[src/rtl/router_inject_ni.sv]
// rtl/router_inject_ni.sv - NoC injection stage: descriptor/payload intake, payload FIFO, credit-gated flit emission
//
// Purpose: accepts packet descriptors and payload words from the local core,
// buffers the payload, and sends head/body/tail flits to one router input port.
// A flit goes out only when a credit is available; the router returns credits
// as single-cycle pulses on flow_ctrl_in.
//
// Ports:
//   clk, reset       clock (rising edge), asynchronous active-low reset
//   router_address   own node address, placed in the head flit source field
//   pkt_valid/ready  descriptor handshake; pkt_dest, pkt_len (payload flits 0..15)
//   data_valid/ready payload handshake; data_in is the payload word
//   channel_out      registered flit: [0]=valid [1]=head [2]=tail [3:]=payload
//   flow_ctrl_in     credit-return pulse from the router
//   busy             a packet is in progress
//   error            sticky: credit returned while already holding MAX_CREDITS
module router_inject_ni #(
  parameter int ROUTER_ADDR_WIDTH = 4,
  parameter int FLIT_DATA_WIDTH   = 31,
  parameter int CHANNEL_WIDTH     = FLIT_DATA_WIDTH + 3,
  parameter int FIFO_DEPTH        = 4,
  parameter int MAX_CREDITS       = 4
) (
  input  logic                         clk,
  input  logic                         reset,
  input  logic [ROUTER_ADDR_WIDTH-1:0] router_address,
  input  logic                         pkt_valid,
  output logic                         pkt_ready,
  input  logic [ROUTER_ADDR_WIDTH-1:0] pkt_dest,
  input  logic [3:0]                   pkt_len,
  input  logic                         data_valid,
  output logic                         data_ready,
  input  logic [FLIT_DATA_WIDTH-1:0]   data_in,
  output logic [0:CHANNEL_WIDTH-1]     channel_out,
  input  logic                         flow_ctrl_in,
  output logic                         busy,
  output logic                         error
);

  localparam int PTR_W = (FIFO_DEPTH > 1) ? $clog2(FIFO_DEPTH) : 1;
  localparam int CR_W  = $clog2(MAX_CREDITS + 1);
  localparam logic [PTR_W:0] DEPTH_C = FIFO_DEPTH[PTR_W:0];
  localparam logic [CR_W-1:0] MAX_C  = MAX_CREDITS[CR_W-1:0];

  typedef enum logic [1:0] {IDLE, HEAD, BODY} state_t;

  state_t                       state, state_next;
  logic [ROUTER_ADDR_WIDTH-1:0] dest_q;
  logic [3:0]                   len_q;
  logic [3:0]                   remaining;
  logic [CR_W-1:0]              credits;

  logic [FLIT_DATA_WIDTH-1:0]   mem [FIFO_DEPTH];
  logic [PTR_W-1:0]             wr_ptr, rd_ptr;
  logic [PTR_W:0]               count;
  logic                         fifo_full, fifo_empty;
  logic                         push, pop, send;
  logic [0:CHANNEL_WIDTH-1]     flit_next;

  assign fifo_full  = (count == DEPTH_C);
  assign fifo_empty = (count == '0);
  assign data_ready = !fifo_full;
  assign pkt_ready  = (state == IDLE);
  assign busy       = (state != IDLE);
  // A push is only taken when ready was shown, so a word offered while full is dropped.
  assign push       = data_valid && !fifo_full;

  always_comb begin
    state_next = state;
    send       = 1'b0;
    pop        = 1'b0;
    flit_next  = '0;
    case (state)
      IDLE: begin
        if (pkt_valid) state_next = HEAD;
      end
      HEAD: begin
        if (credits != '0) begin
          send         = 1'b1;
          flit_next[0] = 1'b1;
          flit_next[1] = 1'b1;
          flit_next[2] = (len_q == 4'd0);
          flit_next[3 +: ROUTER_ADDR_WIDTH]                     = dest_q;
          flit_next[3 + ROUTER_ADDR_WIDTH +: ROUTER_ADDR_WIDTH] = router_address;
          flit_next[3 + 2*ROUTER_ADDR_WIDTH +: 4]               = len_q;
          state_next = (len_q == 4'd0) ? IDLE : BODY;
        end
      end
      BODY: begin
        if (credits != '0 && !fifo_empty) begin
          send         = 1'b1;
          pop          = 1'b1;
          flit_next[0] = 1'b1;
          flit_next[2] = (remaining == 4'd1);
          flit_next[3 +: FLIT_DATA_WIDTH] = mem[rd_ptr];
          if (remaining == 4'd1) state_next = IDLE;
        end
      end
      default: state_next = IDLE;
    endcase
  end

  always_ff @(posedge clk or negedge reset) begin
    if (!reset) begin
      state       <= IDLE;
      dest_q      <= '0;
      len_q       <= '0;
      remaining   <= '0;
      channel_out <= '0;
    end else begin
      state       <= state_next;
      channel_out <= flit_next;
      if (state == IDLE && pkt_valid) begin
        dest_q <= pkt_dest;
        len_q  <= pkt_len;
      end
      if (state == HEAD && send) remaining <= len_q;
      else if (pop)              remaining <= remaining - 4'd1;
    end
  end

  // Simultaneous return and send cancel out; a return at full count saturates and flags.
  always_ff @(posedge clk or negedge reset) begin
    if (!reset) begin
      credits <= MAX_C;
      error   <= 1'b0;
    end else begin
      if (flow_ctrl_in && !send) begin
        if (credits == MAX_C) error <= 1'b1;
        else                  credits <= credits + 1'b1;
      end else if (send && !flow_ctrl_in) begin
        credits <= credits - 1'b1;
      end
    end
  end

  always_ff @(posedge clk or negedge reset) begin
    if (!reset) begin
      wr_ptr <= '0;
      rd_ptr <= '0;
      count  <= '0;
    end else begin
      if (push) wr_ptr <= wr_ptr + 1'b1;
      if (pop)  rd_ptr <= rd_ptr + 1'b1;
      if (push && !pop)      count <= count + 1'b1;
      else if (pop && !push) count <= count - 1'b1;
    end
  end

  always_ff @(posedge clk) begin
    if (push) mem[wr_ptr] <= data_in;
  end

endmodule

[config.mk]
export PLATFORM = sky130hd
export DESIGN_NAME = router_inject_ni
export DESIGN_NICKNAME = d
export VERILOG_FILES = /design/src/rtl/router_inject_ni.sv
export SDC_FILE = /design/constraint.sdc
export NUM_CORES = 1
export LEC_CHECK = 0
export BUFFER_PORTS_ARGS = -buffer_cell sky130_fd_sc_hd__buf_4
export CAP_MARGIN = 20
export CORE_AREA = 5 5 121 123
export CTS_BUF_LIST = sky130_fd_sc_hd__clkbuf_8
export DETAILED_ROUTE_END_ITERATION = 12
export DIE_AREA = 0 0 126 128
export PLACE_DENSITY = 0.76
export SLEW_MARGIN = 20
export SYNTH_ARGS = -nofsm -noshare
export SYNTH_HDL_FRONTEND = slang
export SYNTH_SLANG_ARGS = --single-unit
export TNS_END_PERCENT = 100
[constraint.sdc]
create_clock -name clk -period 2.27 [get_ports clk]
set_clock_uncertainty 0.15 [all_clocks]
set_input_delay 0.3405 -clock clk [delete_from_list [all_inputs] [get_ports clk]]
set_output_delay 0.3405 -clock clk [all_outputs]
set_load 0.01 [all_outputs]
# ---- Yosys cells after proc, flatten, opt, wreduce, memory -nomap -nowiden
# Memory sizes are Yosys's and may differ from the RTL's.
# Index checks and enable logic that the tools add are counted.
dict set report classes {
  n_addsub 7
  n_eq_ne 10
  muxes 25
  n_reduce_logical 25
}
# cell count
set ops {}
lappend ops {{$mux 32} 1}
lappend ops {{$pmux 13 s2} 1}
lappend ops {{$mux 19} 1}
lappend ops {{$mux 15} 1}
lappend ops {{$mux 3} 5}
lappend ops {{$mux 2} 5}
lappend ops {{$ne 2x2->1 const B} 5}
lappend ops {{$logic_and 1x1->1} 8}
lappend ops {{$mux 4} 2}
lappend ops {{$reduce_bool 2->1} 4}
lappend ops {{$add 3x1->3 const B} 2}
lappend ops {{$eq 3x3->1 const B} 2}
lappend ops {{$logic_not 1->1} 6}
lappend ops {{$mux 1} 6}
lappend ops {{$pmux 2 s3} 1}
lappend ops {{$sub 3x1->3 const B} 2}
lappend ops {{$add 2x1->2 const B} 2}
lappend ops {{$eq 4x1->1 const B} 1}
lappend ops {{$logic_not 4->1} 1}
lappend ops {{$pmux 1 s2} 2}
lappend ops {{$reduce_and 2->1} 2}
lappend ops {{$reduce_and 4->1} 1}
lappend ops {{$sub 4x1->4 const B} 1}
lappend ops {{$logic_not 3->1} 1}
lappend ops {{4 further kinds} 4}
dict set report totals {
  reg_bits 59
  mem_bits_rw 124
  inputBits 48
  out_inout_bits 38
  mem_count 1
}
# memory words word_bits rd rd_clocked_by_memory_dff wr line_no
set mem_list {}
lappend mem_list {mem 4 31 1 0 1 53} ;# logic [FLIT_DATA_WIDTH-1:0] mem [FIFO_DEPTH];

# ---- Depth between registers and ports, before layout
# Gate-level depths: netlist of the first run.
dict set report depth {
  depth_word 9
  ltp_mapped 11
}

# ---- Worst setup path before layout of the first run
# No wires, ideal clock.
dict set report synth_timing {
  path_kind {register to register}
  start {reg credits[2]}
  end {reg count[1]}
  setup_ns 0.125
  arrival_time_ns 2.197
  path_slack_ns -0.202
  stages_incl_launch_ff 9
  path_buffers 1
  cell_sequence {dfstp_2 > buf_2 > nor3_2 > nor3_2 > inv_1 > ha_1 > inv_1 > fa_1 > mux2_2}
}
dict set report synth_between {
  elab_chain_cells 7
  word_cells_on_any_way 9
}
# item line_no
set synth_lines {}
lappend synth_lines {{start, declared} 51} ;# logic [CR_W-1:0] credits;
lappend synth_lines {{start signal, assigned} 130} ;# else credits <= credits + 1'b1;
lappend synth_lines {{start signal, assigned} 132} ;# credits <= credits - 1'b1;
lappend synth_lines {{$reduce_bool 3->1 *} 90} ;# if (credits != '0 && !fifo_empty) begin
lappend synth_lines {{$logic_and 1x1->1 *} 90}
lappend synth_lines {{$mux 1 *} 90}
lappend synth_lines {{$mux 1 *} 73} ;# case (state)
lappend synth_lines {{$logic_not 1->1} 145} ;# if (push && !pop) count <= count + 1'b1;
lappend synth_lines {{$logic_and 1x1->1} 145}
lappend synth_lines {{$mux 3 / $reduce_bool 2->1 (equally long branches)} n/a}
lappend synth_lines {{end signal, assigned} 145}
lappend synth_lines {{end signal, assigned} 146} ;# else if (pop && !push) count <= count - 1'b1;
lappend synth_lines {{end, declared} 55} ;# logic [PTR_W:0] count;
# Every way passes the cells marked *; elsewhere a longest branch is shown, timed or not.
# A chain may end at the register's enable or synchronous reset.

# ---- Final worst setup path of the first run
dict set report layout_timing {
  start {reg state[0]}
  end {reg credits[2]}
}
dict set report layout_between {
  elab_chain_cells 6
  word_cells_on_any_way 10
}
# item line_no
set layout_lines {}
lappend layout_lines {{start, declared} 47} ;# state_t state, state_next;
lappend layout_lines {{start signal, assigned} 111} ;# state <= state_next;
lappend layout_lines {{$eq 2x2->1 / $eq 2x1->1 (equally long branches)} 73}
lappend layout_lines {{$pmux 1 s2 *} 73}
lappend layout_lines {{$logic_not 1->1} 128} ;# if (flow_ctrl_in && !send) begin
lappend layout_lines {{$logic_and 1x1->1} 128}
lappend layout_lines {{$ne 2x2->1 (no line) / $reduce_bool 2->1 (equally long branches)} n/a}
lappend layout_lines {{$reduce_and 2->1 (no line)} n/a}
# Marked as above.

==> results of run 1 <==
-- power groups by stage --
stage          Clock, uW  Combinational, uW  Sequential [uW]
6_report            2040               3900             4940
5_1_grt             2260               4270             5030
4_1_cts             2090               3910             4950
3_5_place_dp           0               3720             5010
3_3_place_gp           0               3600             4970
2_1_floorplan          0               2390             4960
-- flip-flops by register name, summed over array words and instances (netlist names) --
name / count
credits: 3
len_q: 4
state: 2
count: 3
error: 1
rd_ptr: 2
channel_out: 34
mem: 124
wr_ptr: 2
remaining: 4
dest_q: 4
-- metrics by stage --
| stage | util, % | setup TNS, ns | total power [uW] | cells |
|---|---|---|---|---|
| finish | 66.4 | -0.133 | 10900 | 741 |
| global route | 66.4 | -0.379 | 11600 | 741 |
| CTS | 66.2 | -0.0902 | 10900 | 737 |
| detailed placement | 59.8 | -0.331 | 8730 | 657 |
| global placement | 59.8 | -0.102 | 8570 | 657 |
| floorplan | - | -0.138 | 7350 | 385 |
-- worst paths after layout --
path	endpoint	slack, ns
max	credits[2]	-0.13
min	channel_out[9]	0.03
max reg2reg	credits[2]	-0.13
min reg2reg	error	0.33
max in group asynchronous	credits[2]	1.01
min in group asynchronous	channel_out[30]	0.30
-- cells by family after synthesis --
| family | after synthesis | synth area share (%) |
|---|---|---|
| multiplexers | 43 | 11.8 |
| buffers and inverters | 30 | 1.80 |
| adder cells (fa/ha/maj) | 12 | 2.35 |
| flip-flops | 183 | 73.9 |
| AND/OR/NAND/NOR | 76 | 5.76 |
| XOR/XNOR | 10 | 1.24 |
| AO/OA/AOI/OAI | 31 | 3.15 |
-- worst max-delay path, cell delays in order, from the launching register on --
cell      delay (ns)
dfrtp_1         0.43
inv_2           0.09
ha_1            0.33
inv_2           0.10
o41ai_4         0.08
fa_2            0.39
or2_4           0.25
o221ai_2        0.14
or3b_1          0.36
-- cell usage after synthesis (all sizes together), types with 8 or more instances --
cell,instances
edfxtp,124
clkbuf,10
nor2,24
nand2,8
mux2,10
mux4,31
dfrtp,58
ha,10
a22oi,12
inv,14
and2,20
-- what timing repair did --
item | 4_1_cts | 5_1_grt
buffers inserted | 5 | 4
hold buffers | 43 | 0
setup endpoints to repair | 4 | 4
endpoints found under the hold margin | 175 | 0
pin swaps | 7 | 2
gates resized for setup | 10 | 1
-- metal layers --
metal | part of all wire (%) | wire length, um
met4 | 0.86 | 116
met1 | 42 | 5610
met5 | 0 | 0
met2 | 52 | 6940
met3 | 5.6 | 755
-- final cells by class --
cell class                 count  area [sq um]
inverter                      14          52.6
timing repair buffer         160          1330
clock inverter                14           123
sequential                   183          5200
fill                         927          4550
multi-input combinational    172          1830
tap                          180           225
clock buffer                  18           248
==> impl_metrics.json, run 1 <==
{
  "detailed_place.area_sq_um": 8100,
  "synth_area_leader_cell": "edfxtp_1",
  "timing_worst_setup_path_type": "register to register",
  "min_delay_path_depth": 3,
  "final_hold_viol_count": 0,
  "drtAntennaViolNets": 0,
  "violations": "setup timing",
  "drive_above_1_share_pct": 38.1,
  "synth_sequential_area_ratio_pct": 73.9,
  "detail_route.iter0.violations": 285,
  "vias": 3865,
  "grt_pass1_wl_um": 21900,
  "global_route.peak_usage_layer": "met2",
  "start_kind": "register",
  "top_level_ports": 86,
  "tritoncts": "yes",
  "async_reset_ff_share_pct": 32.2,
  "clk_pin_slew_worst_paths_ns": 0.09,
  "postSynthNetCount": 445,
  "floorplan.die_area_sq_um": 16100,
  "cts_num_sinks": 183,
  "p_leak_uw": 0.00352,
  "synth_top_cell_area_share_pct": 52.9,
  "grt.overflow.total": 0,
  "gpl.final_weighted_congestion": 0.799,
  "slew_violations": 0,
  "routedWlPerCell_um": 18.1,
  "area_of_the_placeable_core_sq_um": 13600,
  "floorplan.die.width_um": 126,
  "period_minus_slack_ns": 2.40,
  "synth.avg_cell_area_sq_um": 18.3,
  "main_synth_ff_type": "edfxtp_1",
  "slew-limit-headroom_pct": 43.4,
  "grt_antenna_before_repair": 0,
  "mostFrequentLayoutCell": "edfxtp_1",
  "remaining_drc_errors": 0,
  "startpoint_of_the_lowest_slack_register_to_register_path": "state[0]",
  "netSwitchingFraction_pct": 31.9,
  "power_switching_uw": 3470,
  "timing.final.crit_share_pct": 106,
  "num_antenna_cells": 0,
  "pwr-share-clk_pct": 18.7,
  "finalSetupViolations": 1,
  "dp_hpwl_um": 8250,
  "y_dimension_of_the_die_um": 128,
  "hold_start": "router_address[1]",
  "reg2regPathDepth": 8,
  "p_comb_share_pct": 35.8,
  "number_of_enable_flip_flop_cells_after_synthesis": 124,
  "yosys_warnings": 0,
  "post_synth_num_cell_types": 43,
  "outcome": "finished, violations left",
  "initial_core_util_pct": 51.9,
  "met1_capacity_usage_during_global_routing_pct": 23.0,
  "vdd_drop_max_mv": 0.722,
  "hold_ws_ns": 0.0344,
  "vias_in_the_first_global_route": 4180,
  "numPortBuffers": 85,
  "cts_max_level": 4,
  "number_of_standard_cells_after_synthesis": 385,
  "via_per_inst": 5.22,
  "finalWirelength_um": 13400,
  "grt_max_degree": 43,
  "seq_power_share_pct": 45.4,
  "internal-power_uw": 7400,
  "syn_to_final_growth_pct": 28.0,
  "synth-seq-cells": 183,
  "fmax_mhz": 416,
  "worstSkewPairLatency_ns": 0.45,
  "synth.top_cells.by_area": "edfxtp_1, dfrtp_1, mux4_2, ha_1, and2_1",
  "cp.required_ns": 2.49,
  "power_density_of_the_placed_cells_nw_per_um2": 1210,
  "crit_start": "state[0]",
  "syn-cell-area_sq_um": 7040,
  "critPathMaxFanout": 3,
  "endpoint_kind": "register",
  "most-common-layout-cells": "edfxtp_1, buf_4, dfrtp_1, dlygate4sd3_1, mux4_2",
  "grt_util_met2_pct": 29.8,
  "type_of_the_worst_min_delay_path": "primary input to register",
  "grt.met3_usage_pct": 5.33,
  "grt_usage_pct": 17.8,
  "rsz0062_at_grt": "true",
  "fin_ws_ns": -0.133,
  "rows": 43,
  "clock_path_buffers": 2,
  "crit_arrival_ns": 2.62,
  "finalInstanceArea_sq_um": 9010,
  "cts_buffers": 17,
  "preCtsSetupSlack_ns": -0.204,
  "final_net_count": 608,
  "drv_cap": 0,
  "worst-slew-pin-transition_ns": 0.849,
  "drt_first_pass_iters": 5,
  "ctsRootBufferMaster": "clkbuf_8"
}
Power figures use the tool's default switching activity.
==> run 2, diff against run 1 <==
--- a/config.mk
+++ b/config.mk
@@ -5,7 +5,7 @@
 export SDC_FILE = /design/constraint.sdc
 export NUM_CORES = 1
 export LEC_CHECK = 0
-export BUFFER_PORTS_ARGS = -buffer_cell sky130_fd_sc_hd__buf_4
+export BUFFER_PORTS_ARGS = -buffer_cell sky130_fd_sc_hd__buf_2
 export CAP_MARGIN = 20
 export CORE_AREA = 5 5 121 123
 export CTS_BUF_LIST = sky130_fd_sc_hd__clkbuf_8
==> constraint.sdc (replaced) <==
create_clock -name clk -period 2.27 [get_ports clk]
set_clock_uncertainty 0.15 [all_clocks]
set_input_delay 0.3405 -clock clk [delete_from_list [all_inputs] [get_ports clk]]
set_output_delay 0.3405 -clock clk [all_outputs]
set_load 0.1 [all_outputs]
==> impl_metrics.json, run 2 (same netlist as run 1, synthesis figures left out) <==
{
  "outcome": "finished, violations left",
  "violations": "setup timing",
  "initial_core_util_pct": 51.9,
  "y_dimension_of_the_die_um": 128,
  "fmax_mhz": 427,
  "netSwitchingFraction_pct": 41.3,
  "crit_arrival_ns": 2.57,
  "grt_usage_pct": 17.3,
  "floorplan.die_area_sq_um": 16100,
  "drv_cap": 0,
  "numPortBuffers": 85,
  "endpoint_kind": "register",
  "rsz0062_at_grt": "true",
  "floorplan.die.width_um": 126,
  "cts_buffers": 17,
  "placed_cells": 657,
  "dp_hpwl_um": 8050,
  "tritoncts": "yes",
  "finalWirelength_um": 13200,
  "largest_registers": "mem (124), channel_out (34)",
  "worst-slew-pin-transition_ns": 0.885,
  "drt_first_pass_iters": 4,
  "ctsRootBufferMaster": "clkbuf_8",
  "vias_in_the_first_global_route": 4227,
  "via_per_inst": 5.21,
  "p_comb_share_pct": 44.9,
  "area_of_the_placeable_core_sq_um": 13600,
  "syn_to_final_growth_pct": 25.6,
  "pwr-share-clk_pct": 15.6,
  "routedWlPerCell_um": 17.8,
  "grt_pass1_wl_um": 21200,
  "finalSetupViolations": 1,
  "slew_violations": 0,
  "drtAntennaViolNets": 0,
  "clock_path_buffers": 2,
  "num_antenna_cells": 0,
  "grt_max_degree": 60,
  "final_cells": 743,
  "max_flop_register": "mem",
  "internal-power_uw": 7230,
  "most-common-layout-cells": "edfxtp_1, buf_2, dfrtp_1, dlygate4sd3_1, mux4_2",
  "gpl.final_weighted_congestion": 0.789,
  "largest_reg_flops": 124,
  "grt_antenna_before_repair": 0,
  "type_of_the_worst_min_delay_path": "primary input to register",
  "slew-limit-headroom_pct": 41.0,
  "power_density_of_the_placed_cells_nw_per_um2": 1390,
  "timing_worst_setup_path_type": "register to register",
  "mostFrequentLayoutCell": "edfxtp_1",
  "remaining_drc_errors": 0,
  "top_level_ports": 86,
  "timing.final.crit_share_pct": 103,
  "hold_ws_ns": 0.115,
  "final_net_count": 610,
  "final_hold_viol_count": 0,
  "clk_pin_slew_worst_paths_ns": 0.09,
  "critPathMaxFanout": 3,
  "period_minus_slack_ns": 2.34,
  "detail_route.iter0.violations": 260,
  "rows": 43,
  "start_kind": "register",
  "fin_ws_ns": -0.0711,
  "seq_power_share_pct": 39.6,
  "p_leak_uw": 0.00349,
  "grt.overflow.total": 0,
  "power_switching_uw": 5090,
  "final_util_pct": 65.2,
  "worstSkewPairLatency_ns": 0.46,
  "cts_max_level": 4,
  "drive_above_1_share_pct": 38.9,
  "preCtsSetupSlack_ns": -0.198,
  "vdd_drop_max_mv": 0.780,
  "cts_num_sinks": 183,
  "vias": 3872,
  "cp.required_ns": 2.50
}
==> run 2: cell count changes in the layout (fill, tap and decap cells not counted), sizes merged <==
cell | before | now
inv | 20 | 22
dlygate4sd3 | 43 | 44
clkbuf | 18 | 17
bufinv | 1 | 0
buf | 117 | 118
clkinv | 7 | 5
clkinvlp | 0 | 2
==> run 2: critical path, cell delays in order, from the launching register on <==
cell	delay, ns
dfrtp_1	0.41
inv_2	0.08
ha_4	0.29
inv_4	0.04
o41ai_4	0.39
fa_2	0.28
buf_4	0.11
o21ai_2	0.05
o221ai_2	0.10
or3b_1	0.36
==> run 2: per-layer routing <==
metal  track usage (%)  up-vias  share of wire, %
li1                  -     1800                 -
met1              21.8     1957                43
met2              29.3      107                51
met3              5.08        8               5.4
met4              5.43        0              0.60
met5                 0        -                 0
==> run 2: power by group through the flow <==
| stage | Combinational, uW | Sequential (uW) | Clock (uW) |
|---|---|---|---|
| after floorplan | 2530 | 6270 | 0 |
| after global placement | 5030 | 4870 | 0 |
| after detailed placement | 5120 | 4930 | 0 |
| after CTS | 5420 | 4870 | 1950 |
| after global routing | 5910 | 4960 | 2110 |
| final | 5520 | 4870 | 1920 |
==> run 2: per-stage QoR <==
stage / setup TNS, ns / cell area (sq um) / power (uW)
2_1_floorplan: -0.215 / 7080 / 8800
3_3_place_gp: -0.127 / 7860 / 9900
3_5_place_dp: -0.351 / 7860 / 10000
4_1_cts: -0.194 / 8750 / 12200
5_1_grt: -0.378 / 8840 / 13000
6_report: -0.0711 / 8840 / 12300
==> run 2: area by class of cell <==
class                   instances  area, sq um
repair buffers                162         1150
clock buffers                  17          234
well taps                     180          225
clock inverters                15          108
flip-flops and latches        183         5200
fillers                       977         4720
multi-input cells             172         1860
inverters                      14         57.6
==> run 2: path summary, 6_finish.rpt <==
check / from / end / slack, ns / cells past startpoint
worst min register to register: error / error / 0.33 / 1
min in group asynchronous: reset / channel_out[6] / 0.26 / 3
worst min-delay path: data_valid / wr_ptr[0] / 0.12 / 3
max in group asynchronous: reset / credits[2] / 1.40 / 3
worst max register to register: state[0] / credits[2] / -0.07 / 9
worst max-delay path: state[0] / credits[2] / -0.07 / 9
==> run 2: what timing repair did <==
item,4_1_cts,5_1_grt
hold buffers,43,1
gates resized for setup,21,11
setup buffers,7,4
setup endpoints to repair,4,4
endpoints found under the hold margin,193,1
pin swaps,9,12
